[config.mk]
export PLATFORM = sky130hd
export DESIGN_NAME = adder_serial_32b_gl
export DESIGN_NICKNAME = d
export VERILOG_FILES = /design/src/rtl/adder_serial_32b_gl.sv
export SDC_FILE = /design/constraint.sdc
export NUM_CORES = 1
export LEC_CHECK = 0
export ABC_AREA = 1
export CAP_MARGIN = 20
export CORE_ASPECT_RATIO = 1.4
export CORE_UTILIZATION = 35
export DETAILED_ROUTE_END_ITERATION = 12
export SYNTH_ARGS = -nofsm -noshare
export SYNTH_HDL_FRONTEND = slang
export SYNTH_SLANG_ARGS = --single-unit
export TNS_END_PERCENT = 1
[constraint.sdc]
create_clock -name clk -period 4.51 [get_ports clk]
set_clock_uncertainty 0.15 [all_clocks]
set_input_delay 0.902 -clock clk [delete_from_list [all_inputs] [get_ports clk]]
set_output_delay 0.902 -clock clk [all_outputs]
set_load 0.02 [all_outputs]
[src/rtl/adder_serial_32b_gl.sv]
// Multi-cycle WIDTH-bit adder: one 8-bit carry-select slice reused LSB-first, carry chained through carry_r.
// Optional macro ADDER_SERIAL_SUB_EN adds the sub port (in0 - in1, cout=1 means no borrow).

module AdderCarrySelect_8b_GL (
    input  logic [7:0] a,
    input  logic [7:0] b,
    input  logic       cin,
    output logic [7:0] sum,
    output logic       cout
);
    logic [4:0] lo;
    logic [4:0] hi0;
    logic [4:0] hi1;

    function automatic logic [4:0] rca4(input logic [3:0] x, input logic [3:0] y, input logic c);
        logic [4:0] r;
        logic       cc;
        cc = c;
        r  = '0;
        for (int i = 0; i < 4; i++) begin
            r[i] = x[i] ^ y[i] ^ cc;
            cc   = (x[i] & y[i]) | (cc & (x[i] ^ y[i]));
        end
        r[4] = cc;
        return r;
    endfunction

    // Upper nibble is precomputed for both carries; the low nibble's carry selects.
    always_comb begin
        lo  = rca4(a[3:0], b[3:0], cin);
        hi0 = rca4(a[7:4], b[7:4], 1'b0);
        hi1 = rca4(a[7:4], b[7:4], 1'b1);
    end

    assign sum  = {(lo[4] ? hi1[3:0] : hi0[3:0]), lo[3:0]};
    assign cout = lo[4] ? hi1[4] : hi0[4];
endmodule

// state | meaning
// IDLE  | in_rdy=1, waiting for operands
// CALC  | one 8-bit slice per edge, idx 0..NSLICE-1
// DONE  | out_val=1, result held until out_rdy
module adder_serial_32b_gl #(
    parameter int WIDTH = 32
) (
    input  logic             clk,
    input  logic             rst_n,
    input  logic             in_val,
    output logic             in_rdy,
    input  logic [WIDTH-1:0] in0,
    input  logic [WIDTH-1:0] in1,
    input  logic             cin,
`ifdef ADDER_SERIAL_SUB_EN
    input  logic             sub,
`endif
    output logic             out_val,
    input  logic             out_rdy,
    output logic [WIDTH-1:0] sum,
    output logic             cout
);
    localparam int NSLICE = WIDTH / 8;
    localparam int IW     = $clog2(NSLICE);
    localparam logic [IW-1:0] LAST = IW'(NSLICE - 1);

    typedef enum logic [1:0] {IDLE, CALC, DONE} state_t;

    state_t          state;
    logic [IW-1:0]   idx;
    logic [IW+2:0]   base;
    logic [WIDTH-1:0] in0_r;
    logic [WIDTH-1:0] in1_r;
    logic            cin_r;
    logic            carry_r;
    logic            sub_r;
    logic [7:0]      a_s;
    logic [7:0]      b_s;
    logic            c_s;
    logic [7:0]      s_s;
    logic            co_s;

`ifndef ADDER_SERIAL_SUB_EN
    assign sub_r = 1'b0;
`endif

    assign base = {idx, 3'b000};

    // Subtraction is a + ~b + 1, so slice 0 forces carry-in high.
    always_comb begin
        a_s = in0_r[base +: 8];
        b_s = sub_r ? ~in1_r[base +: 8] : in1_r[base +: 8];
        c_s = (idx == '0) ? (sub_r | cin_r) : carry_r;
    end

    AdderCarrySelect_8b_GL u_slice (
        .a   (a_s),
        .b   (b_s),
        .cin (c_s),
        .sum (s_s),
        .cout(co_s)
    );

    always_ff @(posedge clk or negedge rst_n) begin
        if (!rst_n) begin
            state   <= IDLE;
            idx     <= '0;
            carry_r <= 1'b0;
            in0_r   <= '0;
            in1_r   <= '0;
            cin_r   <= 1'b0;
`ifdef ADDER_SERIAL_SUB_EN
            sub_r   <= 1'b0;
`endif
            sum     <= '0;
            cout    <= 1'b0;
            out_val <= 1'b0;
            in_rdy  <= 1'b1;
        end else begin
            case (state)
                IDLE: begin
                    if (in_val) begin
                        in0_r  <= in0;
                        in1_r  <= in1;
                        cin_r  <= cin;
`ifdef ADDER_SERIAL_SUB_EN
                        sub_r  <= sub;
`endif
                        sum    <= '0;
                        idx    <= '0;
                        in_rdy <= 1'b0;
                        state  <= CALC;
                    end
                end
                CALC: begin
                    sum[base +: 8] <= s_s;
                    carry_r        <= co_s;
                    if (idx == LAST) begin
                        cout    <= co_s;
                        idx     <= '0;
                        out_val <= 1'b1;
                        state   <= DONE;
                    end else begin
                        idx <= idx + 1'b1;
                    end
                end
                DONE: begin
                    if (out_rdy) begin
                        out_val <= 1'b0;
                        in_rdy  <= 1'b1;
                        state   <= IDLE;
                    end
                end
                default: begin
                    out_val <= 1'b0;
                    in_rdy  <= 1'b1;
                    state   <= IDLE;
                end
            endcase
        end
    end
endmodule
== After elaboration in Yosys (flattened, before gate mapping) ==
Index checks and enable logic that the tools add are counted.

* Eq/ne operators: 6
* Muxes and demuxes: 19
* Shifts and indexed selects: 4
* Bitwise operators: 50
* $add $sub $neg: 2
* Reduce and logical (&&, ||, !) cells: 9

{| class="wikitable"
|+ Operator list
! cell !! count
|-
| $pmux W32 S2 || 1
|-
| $shiftx A32 B6 Y8 || 2
|-
| $bwmux W32 || 1
|-
| $mux W32 || 1
|-
| $shift A8 B7 Y32 const A || 1
|-
| $shiftx A8 B7 Y32 || 1
|-
| $and A1 B1 Y1 || 18
|-
| $xor A1 B1 Y1 || 18
|-
| $or A1 B1 Y1 || 11
|-
| $mux W2 || 5
|-
| $reduce_and A3 Y1 || 3
|-
| $neg A5 Y7 || 1
|-
| $mux W1 || 6
|-
| $ne A2 B2 Y1 const B || 3
|-
| $pmux W1 S3 || 2
|-
| $pmux W2 S3 || 1
|-
| $reduce_and A2 Y1 || 3
|-
| $eq A2 B2 Y1 const B || 2
|-
| $logic_not A2 Y1 || 2
|-
| $mux W4 || 1
|-
| $pmux W2 S2 || 1
|-
| $not A1 Y1 || 3
|-
| $add A2 B1 Y2 const B || 1
|-
| $eq A2 B1 Y1 const B || 1
|-
| $reduce_bool A2 Y1 || 1
|}

* Register bits after elaboration: 105
* Logic and storage cells: 100

== Depth between registers and ports, before layout ==
Gate-level depths: netlist of the first run.

* Word-level depth: 14
* Gate-level depth with buffers: 23
* Gate-level depth less buffers: 21

== Modules after synthesis ==
Synthesis of the first run repeated with hierarchy kept, for this count alone.

* Cells, all modules: 633
* Area total of the unflattened synthesis: 5,066.1 µm²

{| class="wikitable"
|+ By module, submodules not included
! module !! sequential area each (µm²) !! instances !! cells each !! area an instance (µm²)
|-
| adder_serial_32b_gl || 2,628.8 || 1 || 603 || 4,822.1
|-
| AdderCarrySelect_8b_GL || 0.0 || 1 || 30 || 244.0
|}

== Least setup slack after synthesis of the first run ==
OpenSTA, ideal clock, no wires.

* Kind: register to register
* From: reg idx[1]
* To: reg sum[15]
* Required time: 4,276 ps
* Library setup time: 84 ps
* Stages on the path, launching flop included: 24
* Period minus slack after synthesis: 4,584 ps
* Setup slack: -74 ps
* Arrival: 4,350 ps
* Cells stage by stage: dfrtp_1 -> clkbuf_2 -> inv_1 -> buf_2 -> ha_1 -> buf_2 -> mux2i_1 -> fa_1 -> fa_1 -> fa_1 -> inv_1 -> fa_1 -> inv_1 -> nand2_1 -> o21ai_0 -> fa_1 -> inv_1 -> fa_1 -> inv_1 -> fa_1 -> inv_1 -> nor2_1 -> nand2_1 -> o21ai_0

* Cells in the longest elaborated chain, start to end: 14
* Elaborated cells between the ends (all ways): 53

{| class="wikitable"
|+ RTL lines
! item !! line !! RTL
|-
| start, declared || 68 || <nowiki>logic [IW-1:0] idx;</nowiki>
|-
| start signal, assigned || 142 || <nowiki>idx <= idx + 1'b1;</nowiki>
|-
| $shiftx A32 B6 Y8, or another cell as far along || 89 || <nowiki>a_s = in0_r[base +: 8];</nowiki>
|-
| $xor A1 B1 Y1 or $mux W1 (tied branches) || 21, 22, 91 ||
|-
| $and A1 B1 Y1 || 22 || <nowiki>cc = (x[i] & y[i]) | (cc & (x[i] ^ y[i]));</nowiki>
|-
| $or A1 B1 Y1 || 22 ||
|-
| $and A1 B1 Y1 || 22 ||
|-
| $or A1 B1 Y1 || 22 ||
|-
| $and A1 B1 Y1 || 22 ||
|-
| $or A1 B1 Y1 || 22 ||
|-
| $and A1 B1 Y1 || 22 ||
|-
| $or A1 B1 Y1 || 22 ||
|-
| $mux W4 || 35 || <nowiki>assign sum = {(lo[4] ? hi1[3:0] : hi0[3:0]), lo[3:0]};</nowiki>
|-
| $shiftx A8 B7 Y32 || 134 || <nowiki>sum[base +: 8] <= s_s;</nowiki>
|-
| $bwmux W32 (*) || 134 ||
|-
| $pmux W32 S2 (*) || 118 || <nowiki>case (state)</nowiki>
|-
| end signal, assigned by index || 134 ||
|-
| end, declared || 58 || <nowiki>output logic [WIDTH-1:0] sum,</nowiki>
|}

Every way passes the cells marked *; elsewhere a longest branch is shown, timed or not.
A chain may end at the register's enable or synchronous reset.

== Worst setup path in the final report of the first run ==
* From: reg idx[0]
* To: reg sum[15]

Same word-level chain as after synthesis.

==> run_results.csv, run 1 <==
group,metric,value,unit
yosys,yosysTopAreaCell,"dfrtp_1",
flow_run,max-cap-violations,0,
pwr,p_comb_frac,0.519,
clock_tree,clk_pin_slew_worst_paths,0.06,ns
setup_path,cp.arrival,4.38,ns
finish,num_antenna_cells,0,
global_routing,grt_overflow,0,
setup_path,cp_max_fo,6,
drt,post-route-drc-count,0,
clock_tree,cts_buffer_depth,2,
yosys,synth_cells,591,
timing,period_needed,4.27,ns
timing,maxSlewHeadroom,0.360,
setup_path,startpoint_type,"flop",
placed_design,port_buffers,103,
yosys,syn_area_per_cell,8.24,um2
clock_tree,cts_buffers,9,
timing,setup_viol,0,
outcome,outcome,"finished, final reports clean",
drt,drtIter0Drc,163,
placed_design,gp_congestion,0.864,
yosys,netlist_area,4870,um2
clock_tree,htreeDepth,3,
clock_tree,hold_buffers,0,
die,die_x,102,um
die,pin_count,104,
setup_path,end_kind,"flop",
timing,hold_viol,0,
clock_tree,cts_sinks,105,
global_routing,globalRouteTotalUtil,0.188,
global_routing,grt_max_degree,94,
yosys,ys_ff_latch,105,
die,die_y,142,um
timing,finalCritPeriodShare,0.947,
pwr,switching_share,0.440,
pwr,finalPower,4.98,mW
finish,drive_gt1_frac,0.0604,
pwr,pwr-share-seq,0.324,
die,num_rows,50,
pwr,clockPowerShare,0.157,
die,core,13500,um2
yosys,yosys_warnings,0,
setup_path,cpPeakStageDelay,0.50,ns
setup_path,cp_cell_sequence,"clkinvlp_4, ha_1, mux2i_1, fa_2, fa_1, fa_1, inv_1, fa_1, inv_1, nand2_1, o21ai_0, fa_1, inv_1, fa_1, inv_1, fa_1, inv_1, nor2_2, nand2_1, o21ai_0",
yosys,ys_seq_area_frac,0.540,
drt,wl_per_cell,14.5,um
setup_path,cp_num_buf_inv,6,
pwr,p_int,2.79,mW
setup_path,cp_slowest_cell,"fa_1",
timing,worst_pin_slew,0.960,ns
timing,slew_violations,0,
yosys,syn_nets,673,
finish,final_common_cell,"nand2_1",
drt,drt_first_pass_iters,4,
hold_path,worst_hold_path_type,"reg2reg",
global_routing,antenna_found_initial,0,
setup_path,path_class,"reg2reg",
die,initial_core_util,0.362,
die,dieArea,14400,um2
global_routing,grt_pass1_vias,4075,
finish,fillCellCount,1351,
clock_tree,cts_root_buffer,"clkbuf_16",
finish,area_growth,31.0,%
clock_tree,tritoncts,"built",
timing,fmax,234,MHz
pwr,ir_worst_vdd,0.000252,V
clock_tree,clkLatencyLatePin,0.35,ns
pwr,p_sw,2.19,mW
drt,routed_wirelength,12700,um
finish,most-common-layout-cells,"287 x nand2_1, 104 x dfrtp_1, 102 x clkdlybuf4s50_1",
pwr,power_density,780,nW/um2
setup_path,crit_top_cell,"fa_1",
yosys,synth_cell_types,24,
pwr,cellLeakagePower,3.13,nW
timing,finalSetupTns,0,ns
drt,antenna_left,0,
drt,vias,4147,
setup_path,path_delay_family,"adder cells",
setup_path,crit_required,4.63,ns
yosys,synthTopCellsByArea,"dfrtp_1 53%, nand2_1 22%, nand3_1 4.6%",
drt,vias_per_cell,4.73,
placed_design,dp_hpwl,9600,um
global_routing,grt_pass1_wl,20300,um
yosys,synth_top_area_frac,0.534,
finish,final_nets,773,
## cell type report
class / count / area [um2] / area share
Inverter: 25 / 97.6 / 0.0153
Sequential cell: 105 / 2630 / 0.412
Timing Repair Buffer: 119 / 1150 / 0.181
Clock buffer: 13 / 260 / 0.0408
Clock inverter: 2 / 37.5 / 0.00588
Multi-Input combinational cell: 431 / 1980 / 0.310
Tap cell: 182 / 228 / 0.0357
## power groups by stage
| stage | Combinational, mW | Clock, mW | Sequential, mW |
|---|---|---|---|
| 6_report | 2.59 | 0.781 | 1.61 |
| 3_3_place_gp | 2.52 | 0 | 1.63 |
| 5_1_grt | 2.92 | 0.832 | 1.65 |
| 3_5_place_dp | 2.55 | 0 | 1.63 |
| 2_1_floorplan | 1.58 | 0 | 1.68 |
| 4_1_cts | 2.56 | 0.795 | 1.61 |
## metrics by stage
step / setup WS [ns] / cells / instance area [um2] / util / hold WS [ns]
2_1_floorplan: 0.0121 / 591 / 4880 / - / 0.294
3_3_place_gp: 0.230 / 858 / 6040 / 0.449 / 0.316
3_5_place_dp: 0.139 / 858 / 6040 / 0.449 / 0.315
4_1_cts: 0.148 / 873 / 6340 / 0.471 / 0.333
5_1_grt: -0.00934 / 877 / 6380 / 0.474 / 0.349
6_report: 0.241 / 877 / 6380 / 0.474 / 0.330
## worst paths after layout
path | start | to | slack [ns] | cells after the start
max | idx[0] | sum[15] | 0.24 | 20
min | in0_r[14] | in0_r[14] | 0.33 | 2
max reg2reg | idx[0] | sum[15] | 0.24 | 20
min reg2reg | in0_r[14] | in0_r[14] | 0.33 | 2
max in group asynchronous | rst_n | in0_r[18] | 2.93 | 2
min in group asynchronous | rst_n | sum[29] | 0.47 | 1
## state kept, by name, summed over array words and instances, names as in the netlist
register	cells
in0_r	32
cout	1
idx	2
in_rdy	1
cin_r	1
sum	32
state	2
out_val	1
carry_r	1
in1_r	32
## tightest hold or removal path: stages, from the launching register on
cell and delay, ns:
dfrtp_1 0.34, nand2_1 0.06, nand2_1 0.05
## kinds of logic after synthesis
logic type / share of synthesized area
buffers and inverters: 0.0557
adder cells (fa/ha/maj): 0.0442
flip-flops: 0.540
multiplexers: 0.00205
AO/OA/AOI/OAI: 0.0591
AND/OR/NAND/NOR: 0.299
## timing repair
| item | in CTS | in global routing |
|---|---|---|
| resized for setup | 0 | 5 |
| endpoints found under the hold margin | 0 | 0 |
| buffers inserted | 0 | 4 |
| setup endpoints to repair | 0 | 3 |
## layer usage
metal	global-route usage	routed length (um)	vias to the layer above
li1	-	-	2061
met1	0.229	5290	1969
met2	0.328	6750	104
met3	0.0305	450	13
met4	0.0702	222	0
met5	0	0	-
## cells in the mapped netlist
| cell | count |
|---|---|
| nand2_1 | 287 |
| nand4_1 | 1 |
| ha_1 | 6 |
| o21ai_0 | 42 |
| clkbuf_1 | 2 |
| inv_1 | 23 |
| fa_1 | 7 |
| o211ai_1 | 4 |
| buf_2 | 18 |
| nand3_2 | 2 |
| buf_4 | 7 |
| nand2_2 | 1 |
| clkbuf_2 | 1 |
| inv_2 | 2 |
| o22ai_1 | 6 |
| nand3_1 | 45 |
| dfrtp_1 | 104 |
| mux2i_1 | 1 |
| buf_6 | 2 |
| nor2_4 | 2 |
| o21ai_1 | 2 |
| nor2_1 | 24 |
| nand2_4 | 1 |
| dfstp_2 | 1 |
(Power assumes the default switching activity.)
==> run 2: changes to the inputs <==
- SYNTH_HIERARCHICAL: default -> 1
==> run 2 against run 1 <==
Effect of this change: total power increased by 5.6%; highest routed layer unchanged; via count increased by 5.1%; synthesized cell count increased by 7.1%; cell count increased by 6.2%; global-route usage decreased by 0.13 points; largest power group unchanged; critical path depth increased by 2; clock power increased by 2%; first-iteration DRC count increased by 38%; worst hold slack got worse by 0.0076 ns; design area increased by 4.7%; wire length increased by 3.5%; critical endpoint unchanged; register-to-register slack about the same.
==> run_results.csv, run 2 <==
group,metric,value,unit
outcome,outcome,"finished, final reports clean",
drt,dr.max_layer_used,"met4",
drt,vias_per_cell,4.68,
drt,vias,4357,
pwr,p_sw,2.37,mW
timing,setup_viol,0,
flow_run,max-cap-violations,0,
timing,fmax,235,MHz
finish,area_growth,31.9,%
yosys,synthTopCellsByArea,"dfrtp_1 51%, nand2_1 21%, nor2_1 3.6%",
die,dieArea,15000,um2
pwr,power_density,787,nW/um2
finish,drive_gt1_frac,0.0818,
global_routing,grt_pass1_wl,21500,um
pwr,cellLeakagePower,3.42,nW
timing,worst_pin_slew,0.869,ns
setup_path,path_class,"reg2reg",
setup_path,cpPeakStageDelay,0.47,ns
pwr,p_int,2.89,mW
pwr,clockPowerShare,0.151,
pwr,p_comb_frac,0.548,
clock_tree,clkLatencyLatePin,0.34,ns
finish,multi_input_area,2110,um2
drt,wl_met2,7200,um
timing,maxSlewHeadroom,0.420,
global_routing,antenna_found_initial,0,
setup_path,cp_cell_sequence,"clkinv_4, ha_2, clkinv_2, nand2_1, nand2_1, fa_2, fa_1, inv_1, fa_1, inv_1, fa_2, nand2_1, nand2_1, fa_1, fa_1, inv_1, fa_1, inv_2, nand2_1, nor2_2, nand2_1, nand2_1",
placed_design,dpl_cell_area,6310,um2
yosys,synth_cells,633,
timing,finalSetupTns,0,ns
die,initial_core_util,0.361,
clock_tree,tritoncts,"built",
setup_path,cp_max_fo,6,
finish,fillCellCount,1404,
yosys,yosysMostFrequentCell,"nand2_1",
die,die_y,144,um
finish,most-common-layout-cells,"283 x nand2_1, 103 x dfrtp_1, 102 x clkdlybuf4s50_1",
yosys,yosys_warnings,6,
die,pin_count,104,
yosys,ys_seq_area_frac,0.519,
finish,reg.largest.list,"in0_r (32), in1_r (32), sum (32)",
drt,post-route-drc-count,0,
yosys,synth_top_area_frac,0.514,
pwr,ir_worst_vdd,0.000370,V
yosys,synth_cell_types,24,
global_routing,grt_max_degree,43,
setup_path,cp_num_buf_inv,6,
die,die_x,104,um
finish,seq_area,2630,um2
clock_tree,cts_root_buffer,"clkbuf_16",
drt,drt_first_pass_iters,5,
hold_path,worst_hold_path_type,"reg2reg",
placed_design,port_buffers,103,
placed_design,gp_congestion,0.858,
drt,drtIter0Drc,225,
drt,antenna_left,0,
setup_path,cp.arrival,4.39,ns
pwr,pwr-share-seq,0.301,
yosys,yosysTopAreaCell,"dfrtp_1",
global_routing,grt_overflow,0,
pwr,switching_share,0.451,
drt,wl_met3,372,um
setup_path,cp_slowest_cell,"dfrtp_2",
yosys,synthTopCellsByCount,"283 x nand2_1, 104 x dfrtp_1, 48 x nor2_1",
setup_path,path_delay_family,"adder cells",
yosys,synth-edff-count,0,
die,core,14000,um2
clock_tree,htreeDepth,3,
yosys,ys_async_sr_fraction,1.00,
clock_tree,clk_pin_slew_worst_paths,0.07,ns
setup_path,crit_top_cell,"nand2_1",
drt,routed_wirelength,13200,um
setup_path,r2r_slack,0.25,ns
placed_design,dp_hpwl,9990,um
clock_tree,cts_buffers,9,
setup_path,end_kind,"flop",
global_routing,grt_pass1_vias,4368,
timing,finalCritPeriodShare,0.945,
yosys,syn_nets,717,
yosys,netlist_area,5070,um2
drt,wl_per_cell,14.1,um
setup_path,crit_required,4.64,ns
yosys,synthFlopType,"dfrtp_1",
finish,stdcell_area,6680,um2
timing,slew_violations,0,
finish,final_nets,825,
timing,hold_viol,0,
timing,period_needed,4.26,ns
clock_tree,cts_sinks,105,
clock_tree,cts_buffer_depth,2,
yosys,syn_area_per_cell,8.00,um2
global_routing,globalRouteTotalUtil,0.186,
setup_path,startpoint_type,"flop",
yosys,ys_ff_latch,105,
finish,final_common_cell,"nand2_1",
die,num_rows,51,
finish,num_antenna_cells,0,
drt,wl_met1,5360,um
==> run 2: cell count changes after synthesis, moves of 2 or more <==
| cell | delta |
|---|---|
| ha_1 | +2 |
| inv_1 | +20 |
| o211ai_1 | +12 |
| nor2_1 | +24 |
| o21ai_1 | +16 |
| nand3_1 | -10 |
| nand2_1 | -4 |
| o22ai_1 | -6 |
| buf_6 | -2 |
| clkbuf_1 | +6 |
| buf_2 | -2 |
| o21ai_0 | -23 |
| nand4_1 | +7 |
==> run 2: power groups by stage <==
stage | logic [mW] | registers, mW | clock network (mW)
floorplan | 1.71 | 1.65 | 0
global placement | 2.74 | 1.59 | 0
detailed placement | 2.79 | 1.60 | 0
CTS | 2.82 | 1.58 | 0.812
global route | 3.23 | 1.63 | 0.849
finish | 2.88 | 1.58 | 0.793
==> run 2: worst paths after layout <==
kind / startpoint / to / depth (start not counted)
max reg2reg: idx[0] / sum[15] / 22
max: idx[0] / sum[15] / 22
min reg2reg: in_rdy / in_rdy / 2
min: in_rdy / in_rdy / 2
min in group asynchronous: rst_n / sum[22] / 1
max in group asynchronous: rst_n / in_rdy / 2
==> run 2: repair_timing <==
item	CTS	global route
buffers inserted	3	3
hold buffers	0	0
setup endpoints to repair	3	4
cloned	0	1
gates resized for setup	1	9
==> run 2: final cells by class <==
| type | count | share of cell area |
|---|---|---|
| clock buffers | 9 | 0.0337 |
| clock inverters | 7 | 0.0116 |
| inverters | 47 | 0.0277 |
| multi-input cells | 451 | 0.316 |
| flip-flops and latches | 105 | 0.394 |
| well taps | 185 | 0.0346 |
| repair buffers | 126 | 0.182 |
| repair inverters | 1 | 0.000749 |
==> run 2: kinds of logic (layout without fill, tap and decap cells) <==
kind of cell	count (synthesis)	count (layout)	synth area share
buffers and inverters	77	190	0.0659
AND/OR/NAND/NOR	382	382	0.306
AO/OA/AOI/OAI	54	54	0.0617
flip-flops	105	105	0.519
adder cells (fa/ha/maj)	15	15	0.0474
==> run 2: per-layer routing <==
metal | up-vias | global-route usage
met5 | - | 0
met4 | 0 | 0.0752
met3 | 14 | 0.0239
met2 | 104 | 0.356
met1 | 2050 | 0.210
li1 | 2189 | -
==> run 2: per-stage QoR <==
step	utilization	hold slack, ns	std cells	power, mW	setup slack (ns)
3_5_place_dp	0.450	0.312	908	4.39	-0.0302
6_report	0.476	0.322	931	5.26	0.250
4_1_cts	0.473	0.328	927	5.22	0.0534
3_3_place_gp	0.450	0.306	908	4.33	0.0524
5_1_grt	0.476	0.341	931	5.71	-0.0150
2_1_floorplan	-	0.294	633	3.36	0.0215
==> run 2: worst reg2reg max path: stages (launching register included) <==
cell and delay (ns):
dfrtp_2 0.47, clkinv_4 0.09, ha_2 0.19, clkinv_2 0.06
nand2_1 0.06, nand2_1 0.06, fa_2 0.34, fa_1 0.36
inv_1 0.08, fa_1 0.16, inv_1 0.05, fa_2 0.34
nand2_1 0.08, nand2_1 0.07, fa_1 0.39, fa_1 0.37
inv_1 0.08, fa_1 0.43, inv_2 0.09, nand2_1 0.08
nor2_2 0.10, nand2_1 0.06, nand2_1 0.07
==> run 3: changes to the inputs <==
- CTS_CLUSTER_DIAMETER: default -> 80
==> results of run 3 <==
Final layout, timing and power as in run 2 (identical DEF).
